**src/rtl/ps2_pkg.sv**
```systemverilog
// Shared types and constants for the PS/2 receiver.
//   state_t  - receive FSM states
//   entry_t  - one FIFO entry: {ext, brk, code}
//   PS2_EXT / PS2_BRK - scan-code prefixes absorbed by the decoder
package ps2_pkg;

  typedef enum logic [1:0] {IDLE, DATA, PARITY, STOP} state_t;

  localparam logic [7:0] PS2_EXT = 8'hE0;
  localparam logic [7:0] PS2_BRK = 8'hF0;

  localparam int ENTRY_W = 10;

  typedef struct packed {
    logic       ext;
    logic       brk;
    logic [7:0] code;
  } entry_t;

endpackage

```
**src/rtl/ps2_rx_fifo_if.sv**
```systemverilog
// Valid/ready output stream of the PS/2 receiver.
//   m_valid - head entry present       (master -> slave)
//   m_data  - head scan code           (master -> slave)
//   m_ext   - head was preceded by E0  (master -> slave)
//   m_brk   - head was preceded by F0  (master -> slave)
//   m_ready - consumer takes the head  (slave -> master)
interface ps2_rx_fifo_if;
  logic       m_valid;
  logic       m_ready;
  logic [7:0] m_data;
  logic       m_ext;
  logic       m_brk;

  modport master (output m_valid, m_data, m_ext, m_brk, input m_ready);
  modport slave  (input m_valid, m_data, m_ext, m_brk, output m_ready);
endinterface

```
**src/rtl/sync_fifo.sv**
```systemverilog
// First-word-fall-through synchronous FIFO.
//   wr_en/wr_data - push request; dropped (drop=1) when full and not popping
//   rd_en         - pop request; ignored when empty
//   rd_data       - head entry, zero while empty
//   count         - exact occupancy; full/empty flags
module sync_fifo #(
  parameter int WIDTH = 10,
  parameter int DEPTH = 8
) (
  input  logic                       clk,
  input  logic                       reset,
  input  logic                       wr_en,
  input  logic [WIDTH-1:0]           wr_data,
  input  logic                       rd_en,
  output logic [WIDTH-1:0]           rd_data,
  output logic [$clog2(DEPTH+1)-1:0] count,
  output logic                       full,
  output logic                       empty,
  output logic                       drop
);
  localparam int AW = $clog2(DEPTH);
  localparam int CW = $clog2(DEPTH + 1);

  logic [WIDTH-1:0] mem [DEPTH];
  logic [AW-1:0]    wr_ptr, rd_ptr;
  logic             wr_go, rd_go;

  assign empty = (count == '0);
  assign full  = (count == CW'(DEPTH));
  // When full, a simultaneous pop frees the slot being overwritten.
  assign wr_go = wr_en & (~full | rd_en);
  assign rd_go = rd_en & ~empty;
  assign drop  = wr_en & ~wr_go;

  assign rd_data = empty ? '0 : mem[rd_ptr];

  // NOTE: storage has no reset; only pointers and count define validity.
  always_ff @(posedge clk) begin
    if (wr_go) mem[wr_ptr] <= wr_data;
  end

  always_ff @(posedge clk or negedge reset) begin
    if (!reset) begin
      wr_ptr <= '0;
      rd_ptr <= '0;
      count  <= '0;
    end else begin
      if (wr_go) wr_ptr <= wr_ptr + 1'b1;
      if (rd_go) rd_ptr <= rd_ptr + 1'b1;
      case ({wr_go, rd_go})
        2'b10:   count <= count + 1'b1;
        2'b01:   count <= count - 1'b1;
        default: count <= count;
      endcase
    end
  end
endmodule

```
**src/rtl/ps2_rx_fifo.sv**
```systemverilog
// PS/2 device-to-host receiver with glitch filter, parity/stop checking,
// frame watchdog, optional E0/F0 prefix decoding and an FWFT output FIFO.
//   clk, reset        - system clock, async active-low reset
//   ps2clk, ps2data   - raw PS/2 lines
//   m                 - valid/ready output stream (master side)
//   fifo_level        - current FIFO occupancy
//   parity_err, frame_err, timeout_err, overflow - one-cycle error pulses
module ps2_rx_fifo
  import ps2_pkg::*;
#(
  parameter int FILTER_LEN  = 4,
  parameter int TIMEOUT_CYC = 200000,
  parameter int FIFO_DEPTH  = 8,
  parameter int DECODE      = 1
) (
  input  logic                            clk,
  input  logic                            reset,
  input  logic                            ps2clk,
  input  logic                            ps2data,
  ps2_rx_fifo_if.master                   m,
  output logic [$clog2(FIFO_DEPTH+1)-1:0] fifo_level,
  output logic                            parity_err,
  output logic                            frame_err,
  output logic                            timeout_err,
  output logic                            overflow
);
  localparam int  WDW = $clog2(TIMEOUT_CYC + 1);
  localparam bit  DEC = (DECODE != 0);
  localparam logic [3:0] FL_LAST = 4'(FILTER_LEN - 1);
  localparam logic [WDW-1:0] WD_LAST = WDW'(TIMEOUT_CYC - 1);

  // Index 0 = clock line, index 1 = data line.
  logic [1:0] sync1, sync2, filt;
  logic [3:0] flt_cnt [2];
  logic       fall;

  // NOTE: non-blocking everywhere in clocked logic so every flop samples
  // pre-edge values regardless of statement order.
  always_ff @(posedge clk or negedge reset) begin
    if (!reset) begin
      sync1 <= '1;
      sync2 <= '1;
      filt  <= '1;
      fall  <= 1'b0;
      for (int i = 0; i < 2; i++) flt_cnt[i] <= '0;
    end else begin
      sync1 <= {ps2data, ps2clk};
      sync2 <= sync1;
      // The filtered clock drops exactly when its filter accepts a 0.
      fall  <= filt[0] & ~sync2[0] & (flt_cnt[0] == FL_LAST);
      for (int i = 0; i < 2; i++) begin
        if (sync2[i] != filt[i]) begin
          if (flt_cnt[i] == FL_LAST) begin
            filt[i]    <= sync2[i];
            flt_cnt[i] <= '0;
          end else begin
            flt_cnt[i] <= flt_cnt[i] + 4'd1;
          end
        end else begin
          flt_cnt[i] <= '0;
        end
      end
    end
  end

  wire data_f = filt[1];

  state_t         state;
  logic [2:0]     bit_cnt;
  logic [7:0]     shreg;
  logic           par_acc;
  logic [WDW-1:0] wd;
  logic           ext_pend, brk_pend;
  logic           push;
  entry_t         push_entry;

  wire expire = (state != IDLE) && (wd == WD_LAST);

  always_ff @(posedge clk or negedge reset) begin
    if (!reset) begin
      state       <= IDLE;
      bit_cnt     <= '0;
      shreg       <= '0;
      par_acc     <= 1'b0;
      wd          <= '0;
      ext_pend    <= 1'b0;
      brk_pend    <= 1'b0;
      push        <= 1'b0;
      push_entry  <= '0;
      parity_err  <= 1'b0;
      frame_err   <= 1'b0;
      timeout_err <= 1'b0;
    end else begin
      push        <= 1'b0;
      parity_err  <= 1'b0;
      frame_err   <= 1'b0;
      timeout_err <= 1'b0;

      if (state == IDLE || fall) wd <= '0;
      else if (!expire)          wd <= wd + 1'b1;

      // A fall in the expiry cycle takes priority over the abort.
      if (fall) begin
        case (state)
          IDLE: if (!data_f) begin
            state   <= DATA;
            bit_cnt <= '0;
            par_acc <= 1'b0;
          end
          DATA: begin
            shreg   <= {data_f, shreg[7:1]};
            par_acc <= par_acc ^ data_f;
            bit_cnt <= bit_cnt + 1'b1;
            if (bit_cnt == 3'd7) state <= PARITY;
          end
          PARITY: begin
            if (par_acc ^ data_f) begin
              state <= STOP;
            end else begin
              state      <= IDLE;
              parity_err <= 1'b1;
              ext_pend   <= 1'b0;
              brk_pend   <= 1'b0;
            end
          end
          STOP: begin
            state <= IDLE;
            if (!data_f) begin
              frame_err <= 1'b1;
            end else if (DEC && shreg == PS2_EXT) begin
              ext_pend <= 1'b1;
            end else if (DEC && shreg == PS2_BRK) begin
              brk_pend <= 1'b1;
            end else begin
              push       <= 1'b1;
              push_entry <= '{ext: ext_pend, brk: brk_pend, code: shreg};
              ext_pend   <= 1'b0;
              brk_pend   <= 1'b0;
            end
          end
          default: state <= IDLE;
        endcase
      end else if (expire) begin
        state       <= IDLE;
        timeout_err <= 1'b1;
        ext_pend    <= 1'b0;
        brk_pend    <= 1'b0;
      end
    end
  end

  entry_t head;
  logic   full, empty;

  sync_fifo #(.WIDTH(ENTRY_W), .DEPTH(FIFO_DEPTH)) u_fifo (
    .clk     (clk),
    .reset   (reset),
    .wr_en   (push),
    .wr_data (push_entry),
    .rd_en   (m.m_ready),
    .rd_data (head),
    .count   (fifo_level),
    .full    (full),
    .empty   (empty),
    .drop    (overflow)
  );

  assign m.m_valid = ~empty;
  assign m.m_data  = head.code;
  assign m.m_ext   = head.ext;
  assign m.m_brk   = head.brk;
endmodule

```
**src/flat_wrapper.sv**
```systemverilog
// flat-port wrapper written by rule: the top's interface ports become plain ports
module ps2_rx_fifo_flat import ps2_pkg::*;
#(
  parameter int FILTER_LEN  = 4,
  parameter int TIMEOUT_CYC = 200000,
  parameter int FIFO_DEPTH  = 8,
  parameter int DECODE      = 1
)
  (clk, reset, ps2clk, ps2data, fifo_level, parity_err, frame_err, timeout_err, overflow, m_m_valid, m_m_data, m_m_ext, m_m_brk, m_m_ready);
  ps2_rx_fifo_if m_i ();
  input  logic clk;
  input  logic reset;
  input  logic ps2clk;
  input  logic ps2data;
  output logic [$clog2(FIFO_DEPTH+1)-1:0] fifo_level;
  output logic parity_err;
  output logic frame_err;
  output logic timeout_err;
  output logic overflow;
  output wire logic [$bits(m_i.m_valid)-1:0] m_m_valid;
  output wire logic [$bits(m_i.m_data)-1:0] m_m_data;
  output wire logic [$bits(m_i.m_ext)-1:0] m_m_ext;
  output wire logic [$bits(m_i.m_brk)-1:0] m_m_brk;
  input wire logic [$bits(m_i.m_ready)-1:0] m_m_ready;
  assign m_m_valid = m_i.m_valid;
  assign m_m_data = m_i.m_data;
  assign m_m_ext = m_i.m_ext;
  assign m_m_brk = m_i.m_brk;
  assign m_i.m_ready = m_m_ready;
  ps2_rx_fifo #(.FILTER_LEN(FILTER_LEN), .TIMEOUT_CYC(TIMEOUT_CYC), .FIFO_DEPTH(FIFO_DEPTH), .DECODE(DECODE)) u_core (.clk(clk), .reset(reset), .ps2clk(ps2clk), .ps2data(ps2data), .m(m_i), .fifo_level(fifo_level), .parity_err(parity_err), .frame_err(frame_err), .timeout_err(timeout_err), .overflow(overflow));
endmodule
```
**config.mk**
```make
export PLATFORM = sky130hd
export DESIGN_NAME = ps2_rx_fifo_flat
export DESIGN_NICKNAME = d
export VERILOG_FILES = /design/src/rtl/ps2_pkg.sv /design/src/rtl/ps2_rx_fifo_if.sv /design/src/rtl/sync_fifo.sv /design/src/rtl/ps2_rx_fifo.sv /design/src/flat_wrapper.sv
export SDC_FILE = /design/constraint.sdc
export NUM_CORES = 1
export LEC_CHECK = 0
export ABC_AREA = 1
export BUFFER_PORTS_ARGS = -buffer_cell sky130_fd_sc_hd__clkbuf_2
export CORE_UTILIZATION = 30
export DETAILED_ROUTE_END_ITERATION = 10
export GPL_TIMING_DRIVEN = 0
export PLACE_DENSITY_LB_ADDON = 0.3
export SYNTH_ARGS = -nofsm -noshare
export SYNTH_HDL_FRONTEND = slang
export SYNTH_HIERARCHICAL = 1
export SYNTH_SLANG_ARGS = --single-unit
```
**constraint.sdc**
```tcl
create_clock -name clk -period 1.7 [get_ports clk]
set_input_delay 0.17 -clock clk [delete_from_list [all_inputs] [get_ports clk]]
set_output_delay 0.17 -clock clk [all_outputs]
set_load 0.05 [all_outputs]
```
==> reports/qor.txt, run 1 <==
Slew Limit Fails: 0
Max FO, Critical Path: 10
min cycle time layout: 2010 ps
footprint of the multi-input gates: 2420 µm²
RSZ-0062 raised after global routing: true
Cell Pwr Density: 1560 nW/µm²
number of max-cap violations: 0
global route overflow: 0
synthesized area: 6690 µm²
worst-margin pin slew: 354 ps
critical path data required time: 1530 ps
register area: 4250 µm²
vias in the first global route: 4600
critical path class: reg -> out
FMAX: 0.498 GHz
core area: 21800 µm²
initial core utilization: 30.6%
Final TNS setup: -6080 ps
status: complete, but fails checks
routability cong.: 0.747
Clock Latency Late Sink: 420 ps
First DRT Iteration DRCs: 304
row count: 54
Syn Nets: 681
layout cell share with drive strength beyond 1: 27.6%
Pre-antenna DRT Iters: 4
CP arrival: 1840 ps
GRT Total Usage: 13.4%
first-pass GRT wire length: 23.2 mm
final worst path period share: 118%
reg-to-reg slack, setup: -150 ps
clock-pin slew on the worst setup and hold paths: 70 ps
Die Wd: 151 µm
maximum vdd ir drop: 0.998 mV
clock skew: 10.9 ps
Hold Crit Class: in -> reg
final WL: 14.4 mm
P&R area growth vs syn: 30.5%
placed inst area: 7230 µm²
Post-Place Worst Slack: -497 ps
Slew HR: 76.4%
ANT nets after route: 0
setup ws final: -308 ps
Cells on Worst Hold Path: 4
Routed WL per cell: 13.9 µm
Vias/cell: 4.54
CTS Buf Count: 17
yosys warns: 6
Hold Vio Cnt, Final: 0
chip height: 151 µm
FF-to-FF path depth: 12
Diodes inserted: 0
TritonCTS clock tree: built
filler instances: 2067
setup violators final: 88
H-tree depth: 4
Worst Setup Start Kind: flop
Ports: 24
failing checks: setup timing
Die ar.: 22900 µm²
Vias: 4693
Final HPWL DP: 9.13 mm
largest net degree at the start of global routing: 56
Finished Cell Area: 8730 µm²
Total Nets Final: 757
clock root cell: clkbuf_16
Synth Area per Inst: 10.1 µm²
Num Clock Sinks: 153
initial antenna violation count: 0
Clock Path Buffers: 2
Gate Count Post-Synth: 665
total power: 13.6 mW
DRC viols: 0
Min Hold Slack: 136 ps
Setup crit end kind: primary output
IO Port Bufs: 23
leakage power: 3.67 nW
-- stage by stage --
stage	cells	utilization, %
global route	1034	40.0
floorplan	665	-
global placement	968	33.0
finish	1034	40.0
CTS	1017	38.1
detailed placement	969	33.1
-- sequential cells by signal (all words and copies together), names as in the netlist, 2 cells and up --
name / cells
u_core/state: 2
u_core/u_fifo/rd_ptr: 3
u_core/sync2: 2
u_core/filt: 2
u_core/flt_cnt: 8
u_core/push_entry: 10
u_core/shreg: 8
u_core/u_fifo/wr_ptr: 3
u_core/wd: 18
u_core/bit_cnt: 3
u_core/sync1: 2
u_core/u_fifo/mem: 80
u_core/u_fifo/count: 4
-- area by class of cell --
class	count	share of cell area (%)
Tap cell	280	4.01
Buffer	19	2.09
Sequential cell	153	48.6
Clock inverter	13	1.84
Clock buffer	19	5.08
Multi-Input combinational cell	434	27.8
Timing Repair Buffer	57	7.81
Inverter	59	2.75
-- where the power goes --
part,switching [mW],internal [mW],total (mW)
Combinational,3.29,2.21,5.50
Clock,1.59,2.25,3.84
Sequential,0.187,4.08,4.26
Total,5.07,8.53,13.6
-- critical path, stage by stage (launching register included) --
cell	delay, ps
dfrtp_2	490
clkinv_4	140
buf_8	150
nor2_1	40
o211ai_1	160
nand2_1	120
nor2_2	140
buf_8	160
-- what timing repair did --
action                                 4_1_cts  5_1_grt
pin swaps                                   15       34
buffers inserted                            12       15
endpoints found under the hold margin       20        0
cloned                                       1        2
setup endpoints to repair                   95      105
resized for setup                           84       74
hold buffers                                 3        0
-- layer usage --
metal	routed length [µm]	share of wire [%]	GRT usage, %	vias to the layer above
met2	7470	52	23.1	42
met3	307	2.1	3.64	13
met5	0	0	0	-
met4	183	1.3	4.50	0
li1	-	-	-	2371
met1	6440	45	16.0	2267
-- layout by cell type (no fill, tap or decap), drive strengths merged --
master and count:
clkinvlp 2, nand3b 1, clkinv 6, inv 62
clkbuf 35, buf 57, edfxtp 80, dfrtp 67
o21ai 68, mux2i 1, a21oi 7, dfstp 6
ha 11, bufinv 2, o211ai 10, o22ai 12
nand4 8, dlygate4sd3 3, nor3 8, nand3 23
nor3b 1, xor2 9, nor4 2, or2 5
nand2 125, a31oi 1, xnor2 7, nor2 135
-- worst paths after layout --
| path | from | to |
|---|---|---|
| worst max-delay path | u_core/u_fifo/rd_ptr[0] | m_m_data[0] |
| worst min-delay path | m_m_ready | u_core/u_fifo/rd_ptr[0] |
| worst max register to register | u_core/u_fifo/count[0] | u_core/u_fifo/count[2] |
| worst min register to register | u_core/sync1[0] | u_core/sync2[0] |
| max in group asynchronous | reset | u_core/filt[1] |
| min in group asynchronous | reset | u_core/wd[17] |
Power figures use the tool's default switching activity.
==> run 2, diff against run 1 <==
--- a/config.mk
+++ b/config.mk
@@ -5,8 +5,7 @@
 export SDC_FILE = /design/constraint.sdc
 export NUM_CORES = 1
 export LEC_CHECK = 0
-export ABC_AREA = 1
-export BUFFER_PORTS_ARGS = -buffer_cell sky130_fd_sc_hd__clkbuf_2
+export BUFFER_PORTS_ARGS = -buffer_cell sky130_fd_sc_hd__buf_2
 export CORE_UTILIZATION = 30
 export DETAILED_ROUTE_END_ITERATION = 10
 export GPL_TIMING_DRIVEN = 0
==> reports/qor.txt, run 2 <==
status: complete, but fails checks
failing checks: setup timing
final WL: 14.0 mm (-2.7%)
CP arrival: 2590 ps (+750 ps)
sequential power share: 38.4% (+7.0 points)
Net Sw Frac: 33.5% (-3.7 points)
clock root cell: clkbuf_16
Final HPWL DP: 8.53 mm (-6.6%)
Syn Nets: 464 (-32%)
routability cong.: 0.761 (+1.8%)
critical path class: reg -> reg
ANT nets after route: 0 (unchanged)
Vias: 4063 (-13%)
Die Wd: 150 µm (-0.91%)
number of max-cap violations: 0 (unchanged)
commonest non-fill, non-tap cell in the layout: edfxtp_1
FMAX: 0.438 GHz (-12%)
Clock power frac: 33.0% (+4.8 points)
First DRT Iteration DRCs: 176 (-42%)
TritonCTS clock tree: built
maximum vdd ir drop: 0.832 mV (-17%)
Finished Cell Area: 8800 µm² (+0.85%)
placed inst area: 7200 µm² (-0.50%)
P_sw: 3.79 mW (-25%)
global route overflow: 0 (unchanged)
IO Port Bufs: 23 (unchanged)
Routed WL per cell: 16.9 µm (+21%)
placed insts: 751 (-22%)
non-filler instance count after layout: 831 (-20%)
leakage power: 3.42 nW (-6.8%)
Gate Count Post-Synth: 448 (-33%)
Synth Area per Inst: 14.6 µm² (+46%)
Max FO, Critical Path: 5 (-5)
Top Registers: u_core/u_fifo/mem (80), u_core/wd (18), u_core/push_entry (10)
synthesized area: 6560 µm² (-1.8%)
DRC viols: 0 (unchanged)
Largest Register: u_core/u_fifo/mem
max reg flops: 80 (unchanged)
Ports: 24 (unchanged)
Slew Limit Fails: 0 (unchanged)
Hold Crit Class: in -> async
largest net degree at the start of global routing: 52 (-7.1%)
Vias/cell: 4.89 (+7.7%)
Num Clock Sinks: 153 (unchanged)
final worst path period share: 134% (+16 points)
row count: 53 (-1.9%)
critical path data required time: 2010 ps (+480 ps)
Pre-antenna DRT Iters: 5 (+1)
setup ws final: -582 ps (-274 ps)
RSZ-0062 raised after global routing: true
vias in the first global route: 4232 (-8.0%)
worst-margin pin slew: 603 ps (+249 ps)
clock-pin slew on the worst setup and hold paths: 70 ps (about the same)
core area: 21200 µm² (-2.8%)
initial antenna violation count: 0 (unchanged)
first-pass GRT wire length: 22.3 mm (-3.7%)
yosys warns: 6 (unchanged)
chip height: 150 µm (-0.91%)
Clock Path Buffers: 2 (unchanged)
filler instances: 1914 (-7.4%)
Comb pwr share: 28.6% (-12 points)
Slew HR: 59.8% (-17 points)
Worst Setup Start Kind: flop
clock skew: 5.88 ps (-4.98 ps)
commonest cells after routing, fill and taps aside: edfxtp_1 (80), dfrtp_1 (56), buf_4 (33)
Die ar.: 22500 µm² (-1.8%)
Clock Latency Late Sink: 420 ps (about the same)
Diodes inserted: 0 (unchanged)
CTS Buf Count: 17 (unchanged)
min cycle time layout: 2280 ps (+274 ps)
layout cell share with drive strength beyond 1: 46.4% (+19 points)
Cell Pwr Density: 1290 nW/µm² (-17%)
P&R area growth vs syn: 34.1%
initial core utilization: 30.9% (+0.29 points)
H-tree depth: 4 (unchanged)
GRT Total Usage: 13.3% (-0.035 points)
Setup crit end kind: flop
Min Hold Slack: 184 ps (+48.0 ps)
Int Power: 7.53 mW (-12%)
setup violators final: 107 (+22%)
Total Nets Final: 559 (-26%)
Hold Vio Cnt, Final: 0 (unchanged)
[run 2: worst paths after layout]
check | start | endpoint | slack (ps) | cells past startpoint
worst min-delay path | reset | u_core/flt_cnt[7] | 180 | 2
worst max-delay path | u_core/u_fifo/count[0] | u_core/u_fifo/count[3] | -580 | 9
max in group asynchronous | reset | u_core/filt[1] | 940 | 3
worst max register to register | u_core/u_fifo/count[0] | u_core/u_fifo/count[3] | -580 | 9
worst min register to register | u_core/sync1[0] | u_core/sync2[0] | 360 | 0
min in group clk | m_m_ready | u_core/u_fifo/rd_ptr[0] | 280 | 3
[run 2: repair_timing]
item | in CTS | in global routing
hold buffers | 3 | 0
cloned | 5 | 0
pin swaps | 31 | 25
gates resized for setup | 102 | 43
setup endpoints to repair | 131 | 132
setup buffers | 30 | 14
hold endpoints to repair | 73 | 0
[run 2: final cells by class]
class,instances,area (µm²),share of cell area [%]
Clock buffer,17,425,4.83
Multi-Input combinational cell,274,2680,30.4
Clock inverter,15,173,1.96
Sequential cell,153,4250,48.3
Tap cell,275,344,3.91
Inverter,7,38.8,0.441
Timing Repair Buffer,76,759,8.63
Buffer,14,135,1.54
[run 2: critical path: stages (launching register included)]
cell and delay, ps:
dfrtp_2 420, or4b_4 550, o21a_4 240, clkinv_8 60, buf_12 90, ha_4 160, nand2b_4 60, a2111oi_4 370
nor3_2 80, xnor2_1 130
[run 2: power groups by stage]
stage,logic (mW),registers [mW],clock network (mW)
after floorplan,1.82,4.53,0
after detailed placement,2.58,4.42,0
after global placement,2.51,4.40,0
after CTS,3.16,4.34,3.83
final,3.24,4.35,3.73
after global routing,3.49,4.38,3.98
[run 2: per-layer routing]
metal | global-route usage [%] | vias to the layer above | share of wire, % | routed length, µm
li1 | - | 1910 | - | -
met1 | 15.4 | 2075 | 42 | 5930
met2 | 24.2 | 64 | 54 | 7510
met3 | 3.48 | 14 | 3.2 | 453
met4 | 3.54 | 0 | 0.85 | 119
met5 | 0 | - | 0 | 0
[run 2: stage by stage]
step | worst slack [ps] | util (%) | total power, mW | setup TNS [ps]
detailed placement | -910 | 33.9 | 7.00 | -30070
global route | -666 | 41.5 | 11.9 | -34820
finish | -582 | 41.5 | 11.3 | -30190
global placement | -1040 | 33.5 | 6.91 | -57120
CTS | -584 | 40.1 | 11.3 | -26990
floorplan | -701 | - | 6.35 | -28420
